**src/rtl/operand_sweep.sv**
```systemverilog
// -----------------------------------------------------------------------------
// operand_sweep
//
// Walks a sequence of operands through an external add-one stage and checks
// each result. Starting at SEED, each sweep presents COUNT operands spaced by
// STRIDE (modulo 2^WIDTH). Each operand is held for a DRIVE cycle, so the
// external combinational stage can settle. It is then checked in a CHECK
// cycle, so each operand takes two cycles. The block counts the mismatches
// and records the operand of the first one.
//
// Ports
//   clk          in   1      rising-edge clock
//   rst_n        in   1      asynchronous active-low reset
//   start        in   1      begin a sweep (only honoured in IDLE)
//   x            out  WIDTH  registered operand to the add-one stage
//   y            in   WIDTH  add-one stage result for x
//   busy         out  1      high while operands are being driven/checked
//   done         out  1      one-cycle pulse when a sweep completes
//   pass         out  1      last completed sweep had no mismatches
//   err_count    out  16     saturating mismatch count of current/last sweep
//   first_bad_x  out  WIDTH  operand of the first mismatch of the sweep
// -----------------------------------------------------------------------------
module operand_sweep #(
  parameter int WIDTH  = 8,
  parameter int STRIDE = 17,
  parameter int COUNT  = 256,
  parameter int SEED   = 0
) (
  input  logic             clk,
  input  logic             rst_n,
  input  logic             start,
  output logic [WIDTH-1:0] x,
  input  logic [WIDTH-1:0] y,
  output logic             busy,
  output logic             done,
  output logic             pass,
  output logic [15:0]      err_count,
  output logic [WIDTH-1:0] first_bad_x
);

  localparam logic [WIDTH-1:0] SEED_V    = WIDTH'(SEED);
  localparam logic [WIDTH-1:0] STRIDE_V  = WIDTH'(STRIDE);
  localparam logic [15:0]      LAST_STEP = 16'(COUNT - 1);

  typedef enum logic [1:0] {
    S_IDLE  = 2'd0,
    S_DRIVE = 2'd1,
    S_CHECK = 2'd2,
    S_DONE  = 2'd3
  } state_t;

  state_t           r_state;
  logic [WIDTH-1:0] r_x;
  logic [15:0]      r_step;
  logic             r_busy;
  logic             r_done;
  logic             r_pass;
  logic [15:0]      r_err;
  logic [WIDTH-1:0] r_first_bad;

  // The expected result wraps naturally at WIDTH bits.
  logic [WIDTH-1:0] w_expect;
  logic             w_mismatch;
  logic             w_last;

  assign w_expect   = r_x + WIDTH'(1);
  assign w_mismatch = (y != w_expect);
  assign w_last     = (r_step == LAST_STEP);

  always_ff @(posedge clk or negedge rst_n) begin
    if (!rst_n) begin
      r_state     <= S_IDLE;
      r_x         <= SEED_V;
      r_step      <= 16'd0;
      r_busy      <= 1'b0;
      r_done      <= 1'b0;
      r_pass      <= 1'b0;
      r_err       <= 16'd0;
      r_first_bad <= '0;
    end else begin
      r_done <= 1'b0;
      case (r_state)
        S_IDLE: begin
          if (start) begin
            r_x         <= SEED_V;
            r_step      <= 16'd0;
            r_err       <= 16'd0;
            r_first_bad <= '0;
            r_pass      <= 1'b0;
            r_busy      <= 1'b1;
            r_state     <= S_DRIVE;
          end
        end

        // x is held for this cycle so that y settles before it is checked.
        S_DRIVE: r_state <= S_CHECK;

        S_CHECK: begin
          if (w_mismatch) begin
            if (r_err != 16'hFFFF) begin
              r_err <= r_err + 16'd1;
            end
            // An error count of zero before the increment marks the first
            // mismatch of this sweep.
            if (r_err == 16'd0) begin
              r_first_bad <= r_x;
            end
          end
          if (w_last) begin
            // done is raised here so that it is high for the whole DONE cycle.
            r_busy  <= 1'b0;
            r_done  <= 1'b1;
            r_state <= S_DONE;
          end else begin
            r_x     <= r_x + STRIDE_V;
            r_step  <= r_step + 16'd1;
            r_state <= S_DRIVE;
          end
        end

        S_DONE: begin
          // r_err already includes the final check of this sweep.
          r_pass  <= (r_err == 16'd0);
          r_state <= S_IDLE;
        end

        default: r_state <= S_IDLE;
      endcase
    end
  end

  assign x           = r_x;
  assign busy        = r_busy;
  assign done        = r_done;
  assign pass        = r_pass;
  assign err_count   = r_err;
  assign first_bad_x = r_first_bad;

endmodule

```
**config.mk**
```make
export PLATFORM = sky130hd
export DESIGN_NAME = operand_sweep
export DESIGN_NICKNAME = d
export VERILOG_FILES = /design/src/rtl/operand_sweep.sv
export SDC_FILE = /design/constraint.sdc
export NUM_CORES = 1
export LEC_CHECK = 0
export CAP_MARGIN = 20
export CELL_PAD_IN_SITES_DETAIL_PLACEMENT = 0
export CELL_PAD_IN_SITES_GLOBAL_PLACEMENT = 1
export CORE_UTILIZATION = 44
export DETAILED_ROUTE_END_ITERATION = 8
export GPL_ROUTABILITY_DRIVEN = 0
export PLACE_DENSITY = 0.84
export SYNTH_ARGS = -nofsm -noshare
export SYNTH_HDL_FRONTEND = slang
export SYNTH_SLANG_ARGS = --single-unit
export TNS_END_PERCENT = 50
```
**constraint.sdc**
```tcl
create_clock -name clk -period 5.4 [get_ports clk]
set_clock_uncertainty 0.15 [all_clocks]
set_input_delay 0.81 -clock clk [delete_from_list [all_inputs] [get_ports clk]]
set_output_delay 0.81 -clock clk [all_outputs]
set_load 0.005 [all_outputs]
```
==> results.py <==
metrics = {
    "sta": {
        "finalCritPeriodShare_pct": 59.66,
        "clock.fmax_mhz": 310.4,
        "maxSlewViolCount": 0,
        "finalCriticalPeriod_ps": 3221,
        "setup_viol": 0,
        "hold_viol": 0,
        "slew_headroom_pct": 40.56,
        "grt_setup_unrepaired": "no",
        "tightest_slew_ps": 889.4,
        "hold_ws_ps": 346.6,
        "setup_tns_ps": 0,
    },
    "synthesis": {
        "synth_area_per_cell_um2": 9.177,
        "syn_inst": 329,
        "synth-main-ff-cell": "dfrtp_1",
        "yosys_warnings": 0,
        "ys_seq_elements": 53,
        "synth_edf_count": 0,
        "synth_area_mm2": 0.003019,
        "synthesis.nets": 344,
        "yosysUniqueCellTypes": 51,
        "seq_area_frac_synth_pct": 43.93,
        "async_flop_share_pct": 100.0,
    },
    "drt": {
        "drt-initial-drc-count": 185,
        "wl_per_cell_um": 15.48,
        "ant_nets": 0,
        "drc": 4,
        "drt_wl_total_um": 6903,
        "viasPerCell": 5.767,
        "num_vias": 2572,
        "firstDrtPassIters": 6,
    },
    "worst_setup_path": {
        "cpMaxStageDelayCell": "a2111o_4",
        "cp.buffers_inverters": 1,
        "crit_type": "primary input to register",
        "r2r_setup_slack_ps": 2450,
        "endpoint_kind": "register",
        "required_ps": 5450,
        "cp_top_family": "compound AO/OA/AOI/OAI gates",
        "arrival_ps": 3270,
        "crit_path_cell_trace": "clkdlybuf4s50_1 > nand3b_1 > or4_1 > o21a_2 > a2111o_4 > o21ai_4 > mux2_4",
        "critPathMaxFanout": 16,
        "worst_setup_path_start_kind": "primary input",
        "slowest_delay_ps": 610,
    },
    "global_routing": {
        "grt_pass1_wl_um": 11430,
        "track_usage_pct": 20.18,
        "grt_max_degree": 54,
        "grt_pass1_vias": 2339,
        "antenna_found_initial": 0,
        "overflow": 0,
    },
    "die": {
        "io_pins": 46,
        "rows": 29,
        "core_mm2": 0.006495,
        "initial_core_util_pct": 46.48,
        "die_width_um": 84.84,
        "dieArea_mm2": 0.007197,
        "die_y_um": 84.84,
    },
    "cts": {
        "cts_hold_buf": 0,
        "cts_buffers": 5,
        "clockBufferDepth": 2,
        "htree_levels": 2,
        "cts_num_sinks": 53,
        "cts_tree": "yes",
        "cts_resized": 0,
        "cts_root_buffer": "clkbuf_8",
        "clk_pin_slew_ps": 90,
        "cts_setup_buffers": 0,
        "clkLatencyLatePin_ps": 300,
    },
    "run_status": {
        "violations": "DRC",
        "status": "complete, but fails checks",
    },
    "final_layout": {
        "final_cell_mix": "dfrtp_1 (53), clkdlybuf4s50_1 (44), nand2_1 (39)",
        "mostFrequentLayoutCell": "dfrtp_1",
        "num-fill-cells": 563,
        "fin_util_pct": 55.48,
        "final_layout_size_suffix_gt1_share_pct": 5.420,
        "multi_input_area_mm2": 0.001578,
        "regArea_mm2": 0.001326,
        "area_delta_synth_final_pct": 19.35,
        "antennaDiodeCount": 0,
        "nets": 384,
    },
    "worst_hold_path": {
        "holdCritPathClass": "register to register",
    },
    "pwr": {
        "peakVddDrop_mv": 0.1498,
        "p_leak_nw": 1.473,
        "p_per_area_mw_per_mm2": 331.1,
    },
    "place": {
        "numPortBuffers": 45,
        "dp_hpwl_um": 4853,
    },
    "run": {
        "drv_cap": 0,
    },
}
Yosys cell counts, types with 6 or more instances:
master	n	area (µm²)
dfrtp_1	53	1326
nand2_1	39	146.4
nor2_1	31	116.4
nand3_1	19	95.09
xor2_1	14	122.6
a31oi_1	13	81.33
inv_1	13	48.80
o21ai_1	12	60.06
xnor2_1	11	96.34
clkbuf_1	10	37.54
nor3_1	10	50.05
a21oi_1	8	40.04
and3_1	7	43.79
mux2i_1	7	70.07
o21ai_0	7	35.03
nor4_1	6	37.54
logic make-up (layout without fill, tap and decap cells):
kind of cell             after synthesis  after routing  share of synthesized area, %
AO/OA/AOI/OAI                         73             73                         17.99
XOR/XNOR                              25             25                         7.252
adder cells (fa/ha/maj)                4              4                         1.658
buffers and inverters                 28             68                         3.896
flip-flops                            53             53                         43.93
AND/OR/NAND/NOR                      138            138                         22.46
multiplexers                           8              8                         2.818
state kept, by name, indices dropped and copies added (netlist names):
signal and flops:
done 1, first_bad_x 8, busy 1, r_step 16
r_state 2, err_count 16, x 8, pass 1
power by group:
| part | leakage, nW | switching [W] | internal (W) |
|---|---|---|---|
| logic | 0.708 | 0.000224 | 0.000200 |
| clock network | 0.0443 | 0.000125 | 0.000102 |
| registers | 0.721 | 0.0000838 | 0.000458 |
| total | 1.47 | 0.000433 | 0.000760 |
metrics by stage:
step	instance area [µm²]	setup WS (ps)	power, W	instances
final	3603	2179	0.001193	446
after global routing	3603	2088	0.001277	446
after CTS	3603	2194	0.001208	446
after detailed placement	3517	1874	0.0009762	439
after global placement	3517	1892	0.0009700	439
after floorplan	3019	2501	0.0007890	329
routing by layer:
| layer | wire length [µm] | global-route usage, % | share of wire (%) | vias up |
|---|---|---|---|---|
| met3 | 222 | 2.821 | 3.2 | 10 |
| met1 | 3388 | 28.25 | 49 | 1240 |
| met5 | 0 | 0 | 0 | - |
| met4 | 125 | 8.012 | 1.8 | 0 |
| met2 | 3166 | 31.86 | 46 | 55 |
| li1 | - | - | - | 1267 |
final cells by class:
class | instances | share of cell area (%)
clock buffer | 7 | 2.396
inverter | 13 | 1.354
multi-input combinational | 248 | 43.78
sequential | 53 | 36.81
tap | 77 | 2.674
timing repair buffer | 48 | 12.99
worst paths after layout:
kind,startpoint,endpoint,depth (start not counted)
worst min-delay path,first_bad_x[5],first_bad_x[5],1
worst min register to register,first_bad_x[5],first_bad_x[5],1
max in group asynchronous,rst_n,err_count[6],2
min in group asynchronous,rst_n,first_bad_x[2],2
worst max-delay path,y[5],first_bad_x[4],7
worst max register to register,r_state[1],first_bad_x[4],6
Power figures use the tool's default switching activity.
